<file path="src/rtl/spw_rx_sync_multi.sv">
// SpaceWire RX-to-system synchroniser: N_CH status lines plus a strobed word with valid/ready and overrun.
// Optional stability filter on the lines and strobe: define SPW_SYNC_GLITCH_FILTER_EN.
module spw_rx_sync_multi #(
  parameter int              N_CH        = 8,
  parameter int              SYNC_STAGES = 2,
  parameter int              DATA_W      = 9,
  parameter logic [N_CH-1:0] EDGE_MASK   = {N_CH{1'b1}},
  parameter int              FILTER_LEN  = 3
) (
  input  logic              CLOCK,
  input  logic              RESETn,
  input  logic [N_CH-1:0]   SIG_IN,
  output logic [N_CH-1:0]   SIG_OUT,
  input  logic [DATA_W-1:0] DATA_IN,
  input  logic              DATA_STB,
  output logic [DATA_W-1:0] DATA_OUT,
  output logic              DATA_VALID,
  input  logic              DATA_READY,
  output logic              OVERRUN,
  input  logic              OVERRUN_CLR
);

  localparam int SW = N_CH + 1 + DATA_W;

  if (SYNC_STAGES < 2) begin : gBadStages
    $error("SYNC_STAGES must be at least 2");
  end

  if (FILTER_LEN < 1) begin : gBadFilter
    $error("FILTER_LEN must be at least 1");
  end

  logic [SW-1:0] syncD [SYNC_STAGES];
  logic [SW-1:0] syncQ [SYNC_STAGES];

  for (genvar g = 0; g < SYNC_STAGES; g++) begin : gStage
    if (g == 0) begin : gFirst
      assign syncD[g] = {DATA_IN, DATA_STB, SIG_IN};
    end else begin : gNext
      assign syncD[g] = syncQ[g-1];
    end

    always_ff @(posedge CLOCK) begin
      if (!RESETn) begin
        syncQ[g] <= '0;
      end else begin
        syncQ[g] <= syncD[g];
      end
    end
  end

  logic [SW-1:0]     sLast;
  logic [N_CH-1:0]   sSig;
  logic              sStb;
  logic [DATA_W-1:0] sData;

  assign sLast = syncQ[SYNC_STAGES-1];
  assign sSig  = sLast[N_CH-1:0];
  assign sStb  = sLast[N_CH];
  assign sData = sLast[SW-1:N_CH+1];

  // Bit N_CH of these vectors carries the strobe alongside the lines.
  logic [N_CH:0] raw;
  logic [N_CH:0] filt;

  assign raw = {sStb, sSig};

`ifdef SPW_SYNC_GLITCH_FILTER_EN
  localparam int CW = $clog2(FILTER_LEN + 1);

  for (genvar g = 0; g <= N_CH; g++) begin : gFilt
    logic [CW-1:0] cntQ;
    logic          fQ;

    always_ff @(posedge CLOCK) begin
      if (!RESETn) begin
        cntQ <= '0;
        fQ   <= 1'b0;
      end else if (raw[g] != fQ) begin
        if (cntQ == CW'(FILTER_LEN - 1)) begin
          fQ   <= raw[g];
          cntQ <= '0;
        end else begin
          cntQ <= cntQ + CW'(1);
        end
      end else begin
        cntQ <= '0;
      end
    end

    assign filt[g] = fQ;
  end
`else
  assign filt = raw;
`endif

  logic [N_CH:0]     histQ;
  logic [N_CH-1:0]   pulseQ;
  logic              stbPulseQ;
  logic [DATA_W-1:0] wordQ;

  always_ff @(posedge CLOCK) begin
    if (!RESETn) begin
      histQ     <= '0;
      pulseQ    <= '0;
      stbPulseQ <= 1'b0;
      wordQ     <= '0;
    end else begin
      histQ     <= filt;
      pulseQ    <= filt[N_CH-1:0] & ~histQ[N_CH-1:0] & EDGE_MASK;
      stbPulseQ <= filt[N_CH] & ~histQ[N_CH];
      if (filt[N_CH] && !histQ[N_CH]) begin
        wordQ <= sData;
      end
    end
  end

  assign SIG_OUT = (pulseQ & EDGE_MASK) | (filt[N_CH-1:0] & ~EDGE_MASK);

  logic [DATA_W-1:0] dataQ;
  logic [DATA_W-1:0] dataD;
  logic              validQ;
  logic              validD;
  logic              overrunQ;
  logic              overrunD;
  logic              acceptC;
  logic              dropC;
  logic              consumeC;

  assign acceptC  = stbPulseQ & (~validQ | DATA_READY);
  assign dropC    = stbPulseQ & validQ & ~DATA_READY;
  assign consumeC = ~stbPulseQ & validQ & DATA_READY;

  always_comb begin
    dataD    = dataQ;
    validD   = validQ;
    overrunD = overrunQ & ~OVERRUN_CLR;
    unique case (1'b1)
      acceptC: begin
        dataD  = wordQ;
        validD = 1'b1;
      end
      dropC: begin
        overrunD = 1'b1;
      end
      consumeC: begin
        validD = 1'b0;
      end
      default: begin
      end
    endcase
  end

  always_ff @(posedge CLOCK) begin
    if (!RESETn) begin
      dataQ    <= '0;
      validQ   <= 1'b0;
      overrunQ <= 1'b0;
    end else begin
      dataQ    <= dataD;
      validQ   <= validD;
      overrunQ <= overrunD;
    end
  end

  assign DATA_OUT   = dataQ;
  assign DATA_VALID = validQ;
  assign OVERRUN    = overrunQ;

endmodule
</file>
<file path="config.mk">
export PLATFORM = sky130hd
export DESIGN_NAME = spw_rx_sync_multi
export DESIGN_NICKNAME = d
export VERILOG_FILES = /design/src/rtl/spw_rx_sync_multi.sv
export SDC_FILE = /design/constraint.sdc
export NUM_CORES = 1
export LEC_CHECK = 0
export BUFFER_PORTS_ARGS = -buffer_cell sky130_fd_sc_hd__buf_4
export CAP_MARGIN = 0
export CORE_ASPECT_RATIO = 2
export CORE_UTILIZATION = 45
export DETAILED_ROUTE_END_ITERATION = 7
export PLACE_DENSITY = 0.64
export SLEW_MARGIN = 40
export SYNTH_ARGS = -nofsm -noshare
export SYNTH_HDL_FRONTEND = slang
export SYNTH_SLANG_ARGS = --single-unit
</file>
<file path="constraint.sdc">
create_clock -name CLOCK -period 1.24 [get_ports CLOCK]
set_input_delay 0.248 -clock CLOCK [delete_from_list [all_inputs] [get_ports CLOCK]]
set_output_delay 0.248 -clock CLOCK [all_outputs]
set_load 0.005 [all_outputs]
</file>
==> flow_metrics.tcl, run 1 <==
set metrics [dict create \
    final_util 0.572 \
    layout_setup_ws_ns 0.205 \
    clk_path_buf_depth 2 \
    die_w_um 51.9 \
    syn_to_final_growth_pct 23.0 \
    cts_tree "yes" \
    criticalPathCategory "reg2reg" \
    peakVddDrop_uv 912 \
    dieArea_sq_um 5280 \
    numCtsBuffers 9 \
    fin_skew_ns 0.00412 \
    nets 267 \
    wirelength_mm 2.83 \
    status "completed" \
    drv_cap 0 \
    io_pins 41 \
    max_freq_mhz 966 \
    syn_area_sq_um 2240 \
    avgSynthCellArea_sq_um 11.1 \
    clock-sinks 74 \
    clk_latency_ns 0.33 \
    grt_max_degree 34 \
    post-route-period-util 0.834 \
    worstMarginPinSlew_ns 0.325 \
    worst_ep_arrival_time_ns 1.30 \
    io_buffer_count 40 \
    postRouteAntennaNets 0 \
    crit_fanout 9 \
    rsz0062_at_grt "no" \
    grtUsageTotal 0.123 \
    num_rows 36 \
    power_leakage_nw 1.16 \
    synth_cells 201 \
    totalPowerFinal_mw 4.19 \
    ys_warn_count 0 \
    required_ns 1.50 \
    slew_headroom 0.783 \
    ys_types 16 \
    cp-end-kind "flop" \
    insertedDiodeCount 0 \
    via_per_inst 4.34 \
    first_pass_iters 4 \
    cts.clk_slew.worst_paths_ns 0.07 \
    hold_viol_final 0 \
    setup_viol 0 \
    drive_gt1_frac 0.245 \
    drc_errors 0 \
    ys_seq_area_frac 0.661 \
    grt_pass1_vias 1116 \
    drv_slew 0 \
    setup-tns-final_ns 0 \
    synth-async-reset-ratio 0 \
    core_area_sq_um 4820 \
    start_kind "flop" \
    vias 1328 \
    fillers 421 \
    postCtsSetupBuffers 0 \
    grt.overflow.total 0 \
    post_drt_wl_per_cell_um 9.25 \
    place.gp.congestion 0.653 \
    ys_seq_elements 74 \
    htree_num_levels 3 \
    dp_hpwl_mm 1.91 \
    grt_pass1_wl_mm 4.58 \
    dp_slack_ns 0.210 \
    ys.flop_type "dfxtp_1" \
    drt_iter0_markers 18 \
    synth_fp_nets 223 \
    die_h_um 102 \
    power_density_nw_per_um2 1520 \
    cts_hold_buf 0 \
    antenna_found_initial 0 \
    cts_root_buf "clkbuf_8" \
    ctsResizeCount 0 \
    hold_path.class "in2reg" \
    fin_crit_ns 1.03 \
    worst_hold_slack_ns 0.115 \
    synth_edf_count 0 \
    start_util 0.465 \
]
## sequential cells by signal, summed over array words and instances, names as in the netlist
signal and flops:
DATA_OUT 9, DATA_VALID 1, OVERRUN 1, SIG_OUT 8, histQ 9, stbPulseQ 1, syncQ 36, wordQ 9
## stage by stage
| step | cells | area (sq um) |
|---|---|---|
| after floorplan | 201 | 2240 |
| after CTS | 306 | 2760 |
| final | 306 | 2760 |
| after global routing | 306 | 2760 |
| after global placement | 291 | 2590 |
| after detailed placement | 291 | 2590 |
## where the power goes
group / leakage, nW / internal (mW) / switching (mW)
registers: 0.606 / 2.45 / 0.0169
logic: 0.464 / 0.106 / 0.0651
clock network: 0.0879 / 0.760 / 0.790
total: 1.16 / 3.32 / 0.872
## Yosys cell counts, types with 2 or more instances
master     n  area, sq um
a21boi_1   9         67.6
and2_1    46          288
buf_2      4         20.0
buf_4      3         22.5
clkbuf_2   2         10.0
dfxtp_1   74         1480
mux2i_1    9         90.1
nand2_1   36          135
nor2b_1   11         68.8
## layout make-up
type                    instances  area (sq um)  area share
repair buffers                 44           343       0.124
clock buffers                  10           138      0.0500
flip-flops and latches         74          1480       0.538
multi-input cells             116           691       0.251
clock inverters                 5          31.3      0.0114
well taps                      57          71.3      0.0259
## worst max-delay path: stages, from the launching register on
cell and delay, ns:
dfxtp_1 0.31, nor2b_4 0.13, nor2b_2 0.11, buf_4 0.21, mux2i_1 0.20
## metal layers
layer	GRT usage	wire length, um
met5	0	0
met2	0.171	1310
met4	0.125	113
met3	0.0450	130
met1	0.138	1280
## worst paths after layout
path                            startpoint      endpoint  slack [ns]  depth (start not counted)
worst min-delay path            DATA_IN[4]  syncQ[0][13]        0.12                          2
worst max register to register  DATA_VALID   DATA_OUT[3]        0.21                          4
worst max-delay path            DATA_VALID   DATA_OUT[3]        0.21                          4
worst min register to register    histQ[2]    SIG_OUT[2]        0.38                          1
## kinds of logic after synthesis
group / Yosys count / synth area share
flip-flops: 74 / 0.661
buffers and inverters: 11 / 0.0302
multiplexers: 9 / 0.0402
AND/OR/NAND/NOR: 96 / 0.232
AO/OA/AOI/OAI: 11 / 0.0358
## placed cells by master, fill, tap and decap left out
cell type / n
and2_1: 46
nor2b_2: 1
clkinvlp_4: 1
clkinv_4: 1
nand2b_1: 1
nor2b_4: 1
nand2_1: 36
dfxtp_1: 74
a21oi_1: 1
clkinv_2: 3
clkbuf_8: 10
mux2i_1: 9
a21boi_1: 9
o21a_1: 1
buf_4: 43
buf_12: 1
nor2b_1: 11
No activity file was read; power rests on OpenSTA's default activity.
==> run 2, diff against run 1 <==
Settings changed: PLACE_DENSITY 0.64 to 0.66.
Clock period 1.24 ns to 0.92 ns, I/O delays scaled along.
==> flow_metrics.tcl, run 2 (synthesis results as in run 1) <==
set metrics [dict create \
    status "complete, but fails checks" \
    violations "negative setup slack" \
    slew_headroom 0.858 \
    largest_register_ffs 36 \
    postCtsSetupBuffers 0 \
    critPathSlowestCell "dfxtp_2" \
    path_cells "buf_6, buf_6" \
    vias 1360 \
    start_util 0.465 \
    final_cell_mix "dfxtp_1, and2_1, nand2_1" \
    via_per_inst 4.39 \
    grt_pass1_vias 1175 \
    ff2ff_path_depth 4 \
    cp-end-kind "output pin" \
    worstMarginPinSlew_ns 0.214 \
    place_inst 295 \
    max_freq_mhz 966 \
    die_h_um 102 \
    post-route-period-util 1.12 \
    core_area_sq_um 4820 \
    postRouteAntennaNets 0 \
    final_cells 310 \
    dp_hpwl_mm 1.93 \
    drc_errors 0 \
    cts_tree "yes" \
    grt.overflow.total 0 \
    worstHoldEndpoint "syncQ[0][6]" \
    r2r_start "DATA_VALID" \
    min_from "SIG_IN[6]" \
    regMostFlops "syncQ" \
    drt_iter0_markers 13 \
    clock-sinks 74 \
    criticalPathCategory "reg2out" \
    worst_ep_arrival_time_ns 0.85 \
    nets 272 \
    first_pass_iters 4 \
    cts_root_buf "clkbuf_8" \
    io_pins 41 \
    startpoint "DATA_VALID" \
    post_drt_wl_per_cell_um 9.89 \
    grt_max_degree 30 \
    num_rows 36 \
    numCtsBuffers 9 \
    layout_commonest_cell "dfxtp_1" \
    antenna_found_initial 0 \
    insertedDiodeCount 0 \
    syn_to_final_growth_pct 33.9 \
    wirelength_mm 3.07 \
    drive_gt1_frac 0.360 \
    drv_slew 0 \
    grt_pass1_wl_mm 4.84 \
    crit_fanout 2 \
    grtUsageTotal 0.131 \
    drv_cap 0 \
    setup_viol 28 \
    hold_path.class "in2reg" \
    worst_hold_slack_ns 0.0565 \
    rsz0062_at_grt "yes" \
    hold_viol_final 0 \
    power_density_nw_per_um2 2060 \
    htree_num_levels 3 \
    layout_setup_ws_ns -0.115 \
    clk_latency_ns 0.33 \
    start_kind "flop" \
    power_leakage_nw 1.25 \
    io_buffer_count 40 \
    clk_path_buf_depth 2 \
    r2r-end "DATA_OUT[5]" \
    dieArea_sq_um 5280 \
    r2r_slack_ns -0.06 \
    die_w_um 51.9 \
    cts.clk_slew.worst_paths_ns 0.07 \
    peakVddDrop_uv 1580 \
    fin_crit_ns 1.03 \
    place.gp.congestion 0.690 \
    fin_skew_ns 0.00406 \
    critPathMostFrequentCell "buf_6" \
    holdPathStages 2 \
    cts_hold_buf 0 \
    crit_path_max_incr_delay_ns 0.32 \
    required_ns 0.74 \
]
[run 2: changes by cell type in the layout (fill, tap and decap cells not counted), sizes merged]
cell      delta
clkinv       -3
buf          +5
clkinvlp     -1
bufinv       +2
clkbuf       +1
[run 2: what timing repair did]
action | CTS | global route
resized for setup | 32 | 21
endpoints found under the setup margin | 35 | 35
pin swaps | 0 | 8
cloned | 1 | 0
[run 2: critical path, delay by kind of cell, from the launching register on]
kind                   cells  cell delay (ns)
buffers and inverters      2             0.20
flip-flops                 1             0.32
[run 2: final cells by class]
type	instances	area, sq um
tap	57	71.3
sequential	74	1510
clock buffer	11	141
clock inverter	3	65.1
multi-input combinational	116	739
timing repair buffer	49	477
fill	409	1820
[run 2: where the power goes]
| part | internal (mW) | total, mW | switching [mW] |
|---|---|---|---|
| registers | 3.30 | 3.33 | 0.0281 |
| logic | 0.173 | 0.270 | 0.0973 |
| clock network | 1.57 | 2.58 | 1.01 |
| total | 5.04 | 6.18 | 1.14 |
[run 2: per-layer routing]
| metal | global-route usage | routed length (um) | vias up |
|---|---|---|---|
| met5 | 0 | 0 | - |
| met4 | 0.125 | 89 | 0 |
| met3 | 0.0450 | 150 | 7 |
| met2 | 0.193 | 1510 | 36 |
| met1 | 0.140 | 1320 | 602 |
| li1 | - | - | 715 |
[run 2: how the worst max path moves through the flow]
stage / slack (ns) / to
finish: -0.11 / DATA_VALID
global route: -0.16 / DATA_VALID
CTS: -0.13 / DATA_VALID
detailed placement: -0.07 / DATA_OUT[7]
global placement: -0.02 / DATA_OUT[4]
floorplan: 0.005 / DATA_OUT[0]
[run 2: metrics by stage]
stage	power, mW	TNS (ns)	setup slack [ns]	util	instance area, sq um
global route	6.45	-2.05	-0.157	0.622	3000
detailed placement	3.65	-0.470	-0.0685	0.548	2640
global placement	3.64	-0.156	-0.0190	0.548	2640
floorplan	3.53	0	0.00476	-	2240
finish	6.18	-0.736	-0.115	0.622	3000
CTS	6.23	-1.11	-0.134	0.609	2930
